### src/rtl/switch_allocator.sv
// Wormhole switch allocator: each output round-robins over requesting inputs, checks
// downstream credit only at the packet head, and holds the path until the tail word.
module switch_allocator #(
    parameter int unsigned NUM_INPORTS  = 4,
    parameter int unsigned NUM_OUTPORTS = 4,
    parameter int unsigned NUM_VCS      = 2,
    localparam int unsigned IW = (NUM_INPORTS  > 1) ? $clog2(NUM_INPORTS)  : 1,
    localparam int unsigned OW = (NUM_OUTPORTS > 1) ? $clog2(NUM_OUTPORTS) : 1,
    localparam int unsigned VW = (NUM_VCS      > 1) ? $clog2(NUM_VCS)      : 1
) (
    input  logic                                 clk,
    input  logic                                 n_rst,
    input  logic [NUM_INPORTS-1:0]               i_req_valid,
    input  logic [NUM_INPORTS-1:0][OW-1:0]       i_req_outport,
    input  logic [NUM_INPORTS-1:0][VW-1:0]       i_req_vc,
    input  logic [NUM_INPORTS-1:0]               i_flit_valid,
    input  logic [NUM_INPORTS-1:0]               i_flit_tail,
    input  logic [NUM_OUTPORTS-1:0][NUM_VCS-1:0] i_buffer_available,
    output logic [NUM_INPORTS-1:0]               o_grant,
    output logic [NUM_OUTPORTS-1:0]              o_out_enable,
    output logic [NUM_OUTPORTS-1:0][IW-1:0]      o_out_select,
    output logic [NUM_OUTPORTS-1:0][VW-1:0]      o_out_vc,
    output logic [NUM_OUTPORTS-1:0][NUM_VCS-1:0] o_packet_sent
);

    typedef enum logic {StIdle, StBusy} state_e;

    state_e                                r_state   [NUM_OUTPORTS];
    state_e                                w_state_d [NUM_OUTPORTS];
    logic   [NUM_OUTPORTS-1:0][IW-1:0]     r_sel;
    logic   [NUM_OUTPORTS-1:0][IW-1:0]     w_sel_d;
    logic   [NUM_OUTPORTS-1:0][VW-1:0]     r_vc;
    logic   [NUM_OUTPORTS-1:0][VW-1:0]     w_vc_d;
    logic   [NUM_OUTPORTS-1:0][IW-1:0]     r_ptr;
    logic   [NUM_OUTPORTS-1:0][IW-1:0]     w_ptr_d;

    logic   [NUM_INPORTS-1:0]              w_grant;
    logic   [NUM_OUTPORTS-1:0][NUM_INPORTS-1:0] w_cand;
    logic   [NUM_OUTPORTS-1:0][NUM_VCS-1:0] w_packet_sent;
    logic   [NUM_OUTPORTS-1:0]             w_found;
    logic   [IW-1:0]                       w_idx;

    // An input is owned when any busy output has it selected.
    always_comb begin
        w_grant = '0;
        for (int unsigned o = 0; o < NUM_OUTPORTS; o++) begin
            if (r_state[o] == StBusy) begin
                w_grant[r_sel[o]] = 1'b1;
            end
        end
    end

    always_comb begin
        w_cand = '0;
        for (int unsigned o = 0; o < NUM_OUTPORTS; o++) begin
            for (int unsigned i = 0; i < NUM_INPORTS; i++) begin
                w_cand[o][i] = i_req_valid[i] && !w_grant[i]
                            && (i_req_outport[i] == OW'(o))
                            && i_buffer_available[o][i_req_vc[i]];
            end
        end
    end

    always_comb begin
        w_state_d     = r_state;
        w_sel_d       = r_sel;
        w_vc_d        = r_vc;
        w_ptr_d       = r_ptr;
        w_packet_sent = '0;
        w_found       = '0;
        w_idx         = '0;
        for (int unsigned o = 0; o < NUM_OUTPORTS; o++) begin
            if (r_state[o] == StBusy) begin
                if (i_flit_valid[r_sel[o]]) begin
                    w_packet_sent[o][r_vc[o]] = 1'b1;
                    if (i_flit_tail[r_sel[o]]) begin
                        w_state_d[o] = StIdle;
                    end
                end
            end else begin
                // Circular search starting at the round-robin pointer.
                for (int unsigned k = 0; k < NUM_INPORTS; k++) begin
                    w_idx = IW'((32'(r_ptr[o]) + k) % NUM_INPORTS);
                    if (!w_found[o] && w_cand[o][w_idx]) begin
                        w_found[o]   = 1'b1;
                        w_state_d[o] = StBusy;
                        w_sel_d[o]   = w_idx;
                        w_vc_d[o]    = i_req_vc[w_idx];
                        w_ptr_d[o]   = IW'((32'(w_idx) + 1) % NUM_INPORTS);
                    end
                end
            end
        end
    end

    always_ff @(posedge clk or negedge n_rst) begin
        if (!n_rst) begin
            for (int unsigned o = 0; o < NUM_OUTPORTS; o++) begin
                r_state[o] <= StIdle;
            end
            r_sel <= '0;
            r_vc  <= '0;
            r_ptr <= '0;
        end else begin
            for (int unsigned o = 0; o < NUM_OUTPORTS; o++) begin
                r_state[o] <= w_state_d[o];
            end
            r_sel <= w_sel_d;
            r_vc  <= w_vc_d;
            r_ptr <= w_ptr_d;
        end
    end

    always_comb begin
        o_out_enable = '0;
        for (int unsigned o = 0; o < NUM_OUTPORTS; o++) begin
            o_out_enable[o] = (r_state[o] == StBusy);
        end
    end

    assign o_grant       = w_grant;
    assign o_out_select  = r_sel;
    assign o_out_vc      = r_vc;
    assign o_packet_sent = w_packet_sent;

endmodule

### config.mk
export PLATFORM = sky130hd
export DESIGN_NAME = switch_allocator
export DESIGN_NICKNAME = d
export VERILOG_FILES = /design/src/rtl/switch_allocator.sv
export SDC_FILE = /design/constraint.sdc
export NUM_CORES = 1
export LEC_CHECK = 0
export CAP_MARGIN = 30
export CORE_ASPECT_RATIO = 1.75
export CORE_UTILIZATION = 59
export CTS_CLUSTER_SIZE = 30
export DETAILED_ROUTE_END_ITERATION = 12
export HOLD_SLACK_MARGIN = 0.03
export PLACE_DENSITY_LB_ADDON = 0.2
export SETUP_SLACK_MARGIN = 0.2
export SKIP_LAST_GASP = 1
export SYNTH_ARGS = -nofsm -noshare
export SYNTH_HDL_FRONTEND = slang
export SYNTH_SLANG_ARGS = --single-unit
### constraint.sdc
create_clock -name clk -period 5 [get_ports clk]
set_input_delay 0.5 -clock clk [delete_from_list [all_inputs] [get_ports clk]]
set_output_delay 0.5 -clock clk [all_outputs]
set_load 0.03 [all_outputs]
### Word-level counts from Yosys, hierarchy flattened

Index checks and enable logic that the tools add are counted.

* order comparisons: 36
* equal/unequal tests: 12
* multiplexer cells: 236
* bitwise gates (word level): 7
* reductions and logical operators: 84
* add/subtract/negate cells: 24

Operators with widths (count)
* $mux 1: 144
* $bmux 1 s2: 40
* $mux 2: 40
* $lt 2x3->1 const B: 20
* $logic_and 1x1->1: 56
* $add 2x1->2 const B: 16
* $add 2x2->2 const B: 8
* $eq 2x2->1 const B: 8
* $logic_not 1->1: 16
* $lt 1x2->1 const B: 8
* $mux 4: 4
* $reduce_bool 4->1: 4
* $or 4x4->4: 3
* $demux 1 s2: 4
* $eq 2x1->1 const B: 4
* $ge 2x1->1 const B: 4
* $logic_not 2->1: 4
* $reduce_and 2->1: 4
* $demux 1 s1: 4
* $ge 1x1->1 const B: 4
* $not 1->1: 4

* word-level logic and storage cells: 415
* output and inout bits: 28
* register bits: 24
* input port bits: 34

### Depth between registers and ports, before layout

Gate-level depths: netlist of run 1.

* depth after elaboration: 31
* depth in mapped cells: 13
* depth with buffers taken out: 10

### Least setup slack after synthesis of run 1

Ideal clock, no wire load.

* path type: reg2reg
* from: reg r_sel (netlist bit o_out_select[6])
* to: reg r_sel (netlist bit o_out_select[6])
* data arrival time: 3.020 ns
* stages on the path, launching flop included: 12
* slack: 1.859 ns
* data required time: 4.879 ns
* setup time: 0.121 ns
* path through: dfrtp_1 buf_4 nand3_2 nand3_2 or4_1 buf_2 or2_0 mux4_2 ha_1 and3_1 a211o_1 a22o_1

* word-level cells in the longest chain between the ends: 26
* elaborated cells between the ends (all ways): 48
* classes of those cells: order compare: 2; mux: 20; bitwise: 1; reduce/logical: 25

RTL lines
* start, declared: line 30 `logic [NUM_OUTPORTS-1:0][IW-1:0] r_sel;`
* start signal, assigned: line 108 `r_sel <= w_sel_d;`
* $lt 2x3->1 (not written as such) / $ge 2x1->1 (equally long branches): line 48 `w_grant[r_sel[o]] = 1'b1;`
* $logic_and 1x1->1 (not written as such): line 48
* $mux 1 (not written as such): line 48
* $demux 1 s2 *: line 48
* $or 4x4->4 (no line) *
* $mux 4 *: line 47 `if (r_state[o] == StBusy) begin`
* $logic_not 1->1: line 57 `w_cand[o][i] = i_req_valid[i] && !w_grant[i]`
* $logic_and 1x1->1: line 57
* [10 not listed]
* $logic_not 1->1: line 84 `if (!w_found[o] && w_cand[o][w_idx]) begin`
* $logic_and 1x1->1: line 84
* $mux 1: line 84
* $mux 1: line 73 `if (r_state[o] == StBusy) begin`
* $logic_not 1->1: line 84
* $logic_and 1x1->1: line 84
* $reduce_bool 4->1 (no line)
* $reduce_and 2->1 (no line)

Mark *: on every way between the ends. The rest lies on a longest branch, timed or not. The select of a mux whose other input is x is not followed.
A chain may end at the register's enable or synchronous reset.

### Worst setup path in the final report of run 1

* from: in i_req_vc[1] (netlist bit)
* to: reg r_sel (netlist bit o_out_select[0])

* word-level cells in the longest chain between the ends: 19
* elaborated cells between the ends (all ways): 28
* classes of those cells: mux: 19; reduce/logical: 9

RTL lines
* start, declared: line 15 `input logic [NUM_INPORTS-1:0][VW-1:0] i_req_vc,`
* $mux 1 (not written as such) * (2 in series): line 59 `&& i_buffer_available[o][i_req_vc[i]];`
* $logic_and 1x1->1 *: line 59
* $bmux 1 s2: line 84
* $mux 1 (not written as such): line 84
* $mux 1: line 84
* $mux 1: line 73
* $logic_not 1->1: line 84
* $logic_and 1x1->1: line 84
* [2 not listed]
* $logic_not 1->1: line 84
* $logic_and 1x1->1: line 84
* $mux 1: line 84
* $mux 1: line 73
* $logic_not 1->1: line 84
* $logic_and 1x1->1: line 84
* $reduce_bool 4->1 (no line)
* $reduce_and 2->1 (no line)

Marked as above.

==> impl_metrics.yaml, run 1 <==
worst_setup_path:
  crit_fanout: 17
  worstPathRequired_ns: 5.16
  slowest_stage: "clkdlybuf4s50_1"
  cp_cell_sequence: "clkdlybuf4s50_1 > mux2i_1 > nor3_1 > and3_1 > nand2_1 > mux4_2 > ha_1 > o21ai_0 > a21oi_1 > o32a_1"
  critical_path_depth: 10
  critPathMaxStageDelay_ns: 0.97
  critPathKind: "primary input to register"
  critPathArrivalTime_ns: 3.83
  critPathCaptureType: "register"
  critical_path.top_delay_family: "buffers and inverters"
  ff2ff_setup_slack_ns: 1.65
  start_kind: "primary input"
  cp_num_buf_inv: 1
  rr_worst_depth: 10
  r2r-start: "o_out_enable[2]"
  rr_endpoint: "o_out_select[0]"
power_and_ir_drop:
  vdd_drop_max_mv: 0.429
  power_density_mw_per_mm2: 540
  leakage_uw: 0.00161
cts:
  clk_pin_slew_ns: 0.10
  root_buffer: "clkbuf_8"
  cts_tree: "built"
  cts_max_level: 1
  clock_sinks: 24
  post_cts_buffers: 0
  cts_resized: 0
  clk_latency_ns: 0.28
  cts_buffers: 3
  hold_buffers: 0
  clock_path_buffers: 2
sta:
  finalSetupTns_ns: 0
  rsz0062_at_grt: "false"
  finalHoldViolCount: 0
  worst_pin_slew_ns: 0.789
  setup_viol: 0
  post-route-min-period_ns: 3.67
  timing.final.ws_setup_ns: 1.33
  slew-limit-headroom: 0.472
  finClkSkew_ns: 0.0132
  post-route-period-util: 0.735
  fmax_ghz: 0.272
  slew_violations: 0
synth:
  ys_seq_elements: 24
  yosysWarnings: 0
  ys_types: 73
  ys_seq_area_frac: 0.164
  synthesis.area_mm2: 0.00366
  synthArstFlopShare: 1.00
  synth_nets: 529
  syn_inst: 491
  synth_edf_count: 0
  ys.flop_type: "dfrtp_1"
  synth.avg_cell_area_um2: 7.45
place:
  port_buffers: 61
  gp_congestion: 1.02
  pre_cts_ws_ns: 1.13
  dp_hpwl_um: 9300
worst_hold_path:
  whs_path_depth: 2
  hp-start: "o_out_vc[2]"
  min_path_type: "register to register"
  min_to: "o_out_vc[2]"
layout:
  layout-drive-gt1-share: 0.0799
  fill_cells: 523
  fin_util: 0.713
  area_growth_pct: 15.5
  final_nets: 553
  final_cell_mix: "clkdlybuf4s50_1 (61), nand2_1 (57), nor2_1 (36)"
  antenna_cells: 0
  layout_commonest_cell: "clkdlybuf4s50_1"
route:
  post-route-drc-count: 0
  postRouteAntennaNets: 0
  vias: 4332
  finalWirelength_um: 12500
  drtPass1Iterations: 6
  drtIter0Drc: 537
  vias_per_cell: 7.33
  wire_per_inst_um: 21.1
global_routing:
  grt_max_degree: 25
  grt_util_all_layers: 0.385
  grt_pass1_vias: 4018
  gr-total-overflow: 0
  antenna_found_initial: 0
  grt_pass1_wl_um: 19200
run_status:
  status: "finished, final reports clean"
floorplan:
  die_x_um: 61.5
  die_h_um: 106
  coreArea_mm2: 0.00593
  io_pins: 62
  dieArea_mm2: 0.00653
  rows: 37
  start_util: 0.618
job:
  max-cap-violations: 0
logic make-up after synthesis:
family / Yosys count / synth area share
flops: 24 / 0.164
simple gates: 228 / 0.343
buf+inv: 61 / 0.0749
compound gates: 132 / 0.237
fa+ha+maj: 4 / 0.0137
mux: 42 / 0.168
state kept, by name, summed over array words and instances (netlist names):
| register | flops |
|---|---|
| o_out_select | 8 |
| o_out_enable | 4 |
| r_ptr | 8 |
| o_out_vc | 4 |
layer usage:
metal  up-vias  part of all wire  track usage
met1      2056              0.35        0.420
li1       1927                 -            -
met4         0             0.063        0.240
met5         -                 0            0
met3        81             0.070       0.0596
met2       268              0.52        0.657
report_power, final:
group | leakage (uW) | switching (uW) | internal [uW]
registers | 0.000286 | 318 | 284
clock network | 0.0000216 | 71.5 | 54.2
logic | 0.00130 | 877 | 676
worst max path at each step:
stage                            to            start
global placement    o_out_select[0]      i_req_vc[0]
finish              o_out_select[0]      i_req_vc[1]
floorplan           o_out_select[6]  o_out_select[6]
global route        o_out_select[0]      i_req_vc[1]
CTS                 o_out_select[0]      i_req_vc[1]
detailed placement  o_out_select[0]      i_req_vc[1]
stage by stage:
| step | instances | hold WS [ns] | instance area [um^2] | total power [uW] |
|---|---|---|---|---|
| 2_1_floorplan | 491 | 0.204 | 3660 | 1650 |
| 3_3_place_gp | 588 | 0.516 | 4180 | 2090 |
| 3_5_place_dp | 588 | 0.542 | 4180 | 2120 |
| 4_1_cts | 591 | 0.557 | 4230 | 2250 |
| 5_1_grt | 591 | 0.599 | 4230 | 2430 |
| 6_report | 591 | 0.554 | 4230 | 2280 |
area by class of cell:
type / instances / area (um^2) / share of cell area
Inverter: 14 / 52.6 / 0.0124
Multi-Input combinational cell: 406 / 2790 / 0.659
Timing Repair Buffer: 66 / 648 / 0.153
Tap cell: 78 / 97.6 / 0.0231
Clock buffer: 3 / 41.3 / 0.00977
Sequential cell: 24 / 601 / 0.142
worst reg2reg max path: stages, from the launching register on:
cell	delay [ns]
dfrtp_1	0.53
inv_2	0.15
o32a_1	0.41
nand3_1	0.45
nor2_1	0.26
inv_1	0.07
mux4_2	0.51
ha_1	0.31
o21ai_0	0.17
a21oi_1	0.08
o32a_1	0.29
synthesized netlist by cell type, drive strengths merged, types with 4 or more instances:
master / n / area share
mux4: 15 / 0.092
nand2: 59 / 0.062
nor2: 37 / 0.040
nand3: 32 / 0.051
nor4: 9 / 0.025
nand3b: 9 / 0.018
mux2i: 22 / 0.060
nand4: 10 / 0.017
and2: 4 / 0.0068
and3: 12 / 0.021
o31ai: 5 / 0.010
a31oi: 14 / 0.024
inv: 12 / 0.012
mux2: 5 / 0.015
nand2b: 7 / 0.012
a21oi: 30 / 0.041
o21ai: 26 / 0.036
or2: 5 / 0.0085
a41oi: 4 / 0.0096
o22ai: 6 / 0.010
or3: 4 / 0.0068
buf: 15 / 0.027
clkbuf: 32 / 0.034
nor3: 19 / 0.026
o211ai: 8 / 0.016
ha: 4 / 0.014
a211oi: 7 / 0.014
or4: 6 / 0.012
o32a: 4 / 0.011
dfrtp: 24 / 0.16
No activity file was read; power rests on OpenSTA's default activity.
==> run 2: changes to the inputs <==
--- a/config.mk
+++ b/config.mk
@@ -7,7 +7,7 @@
 export LEC_CHECK = 0
 export CAP_MARGIN = 30
 export CORE_ASPECT_RATIO = 1.75
-export CORE_UTILIZATION = 59
+export CORE_UTILIZATION = 55
 export CTS_CLUSTER_SIZE = 30
 export DETAILED_ROUTE_END_ITERATION = 12
 export HOLD_SLACK_MARGIN = 0.03
==> constraint.sdc (replaced) <==
create_clock -name clk -period 3.5 [get_ports clk]
set_input_delay 0.35 -clock clk [delete_from_list [all_inputs] [get_ports clk]]
set_output_delay 0.35 -clock clk [all_outputs]
set_load 0.03 [all_outputs]
==> run 2 against run 1 <==
Effect of this change:
- first-iteration DRC count fell by 11%
- register-to-register slack worse by 1.3 ns
- clock power rose to 2.8 times the previous value
- total power is 52% higher
- hold slack got worse by 0.10 ns
- utilization down 2.6 points
- combinational power up 46%
- via count fell by 1.3%
- sequential power rose by 40%
- die area rose by 7.1%
- highest routed layer unchanged
==> impl_metrics.yaml, run 2 (synthesis results as in run 1) <==
global_routing:
  grt_pass1_wl_um: 20300
  antenna_found_initial: 0
  grt_pass1_vias: 4225
  grt_use_met2: 0.672
  grt_util_all_layers: 0.374
  grt_max_degree: 25
  gr-usage-met3: 0.0322
  use_met1: 0.411
  gr-total-overflow: 0
  grt-busiest-layer: "met2"
route:
  post-route-drc-count: 0
  postRouteAntennaNets: 0
  vias: 4277
  wire_per_inst_um: 20.6
  finalWirelength_um: 12700
  vias_per_cell: 6.92
  drtPass1Iterations: 5
  drtIter0Drc: 476
sta:
  finClkSkew_ns: 0.00214
  post-route-period-util: 0.894
  worst_pin_slew_ns: 0.594
  rsz0062_at_grt: "false"
  fmax_ghz: 0.319
  finalSetupTns_ns: 0
  post-route-min-period_ns: 3.13
  slew-limit-headroom: 0.601
  setup_viol: 0
  finalHoldViolCount: 0
  slew_violations: 0
power_and_ir_drop:
  vdd_drop_max_mv: 0.612
  leakage_uw: 0.00174
  power_frac_seq: 0.243
  switching_power_uw: 1810
  comb_power_share: 0.654
  power_density_mw_per_mm2: 775
  sw_frac_of_total: 0.525
  p_clk_frac: 0.103
  p_total_uw: 3460
  p_int_uw: 1640
layout:
  layout_commonest_cell: "clkdlybuf4s50_1"
  fin_util: 0.687
  final_nets: 575
  final_cell_count_no_fill: 618
  stdcell_area_mm2: 0.00446
  layout-drive-gt1-share: 0.119
  final_cell_mix: "clkdlybuf4s50_1 (61), nand2_1 (57), nor2_1 (36)"
  seqCellArea_um2: 601
  area_growth_pct: 21.8
  fill_cells: 580
  multiInputGateArea_mm2: 0.00279
  antenna_cells: 0
place:
  port_buffers: 61
  numPlacedInstances: 614
  dpl_cell_area_mm2: 0.00435
  gp_congestion: 0.957
  dp_hpwl_um: 9650
cts:
  clk_latency_ns: 0.27
  clock_path_buffers: 2
  clock_sinks: 24
  cts_resized: 0
  cts_max_level: 1
  hold_buffers: 0
  cts_buffers: 3
  cts_tree: "built"
  clk_pin_slew_ns: 0.07
  post_cts_buffers: 0
  root_buffer: "clkbuf_16"
job:
  max-cap-violations: 0
worst_setup_path:
  worstPathRequired_ns: 3.66
  critPathCaptureType: "register"
  start_kind: "register"
  critPathKind: "register to register"
  crit_fanout: 14
  critPathArrivalTime_ns: 3.29
floorplan:
  start_util: 0.564
  rows: 39
  die_h_um: 110
  die_x_um: 63.7
  io_pins: 62
  coreArea_mm2: 0.00649
  dieArea_mm2: 0.00700
worst_hold_path:
  min_path_type: "primary input to async pin"
run_status:
  status: "finished, final reports clean"
==> run 2: path summary, 6_finish.rpt <==
kind	startpoint	end	slack [ns]	cells after the start
min	n_rst	o_out_select[2]	0.45	2
min reg2reg	o_out_vc[2]	o_out_vc[2]	0.55	2
max	o_out_enable[0]	o_out_select[6]	0.37	9
max reg2reg	o_out_enable[0]	o_out_select[6]	0.37	9
max in group asynchronous	n_rst	o_out_select[1]	2.78	2
min in group clk	o_out_vc[2]	o_out_vc[2]	0.55	2
==> run 2: worst max-delay path, stage by stage, from the launching register on <==
cell     delay, ns
dfrtp_1       0.54
nand3_2       0.19
nand3_2       0.11
or4_1         0.53
or2_0         0.25
mux4_2        0.52
ha_1          0.29
and3_1        0.14
a211o_1       0.26
a22o_1        0.19
==> run 2: power by group through the flow <==
stage	Combinational (uW)	Clock [uW]	Sequential, uW
floorplan	1680	0	687
global placement	2200	0	826
detailed placement	2220	0	836
CTS	2240	356	832
global route	2430	362	885
finish	2260	356	842
==> run 2: layout make-up <==
type / instances / area share
clock buffer: 3 / 0.0168
clock inverter: 1 / 0.00673
inverter: 14 / 0.0118
multi-input combinational: 406 / 0.625
sequential: 24 / 0.135
tap: 82 / 0.0230
timing repair buffer: 88 / 0.182
==> run 2: stage by stage <==
step / worst slack, ns / hold slack [ns]
floorplan: 0.359 / 0.0544
global placement: 0.278 / 0.533
detailed placement: 0.236 / 0.542
CTS: 0.384 / 0.466
global route: 0.223 / 0.497
finish: 0.370 / 0.454
==> run 2: per-layer routing <==
metal / routed length [um] / vias to the layer above
met5: 0 / -
met4: 725 / 0
met3: 791 / 67
met2: 6640 / 247
met1: 4580 / 1993
li1: - / 1970
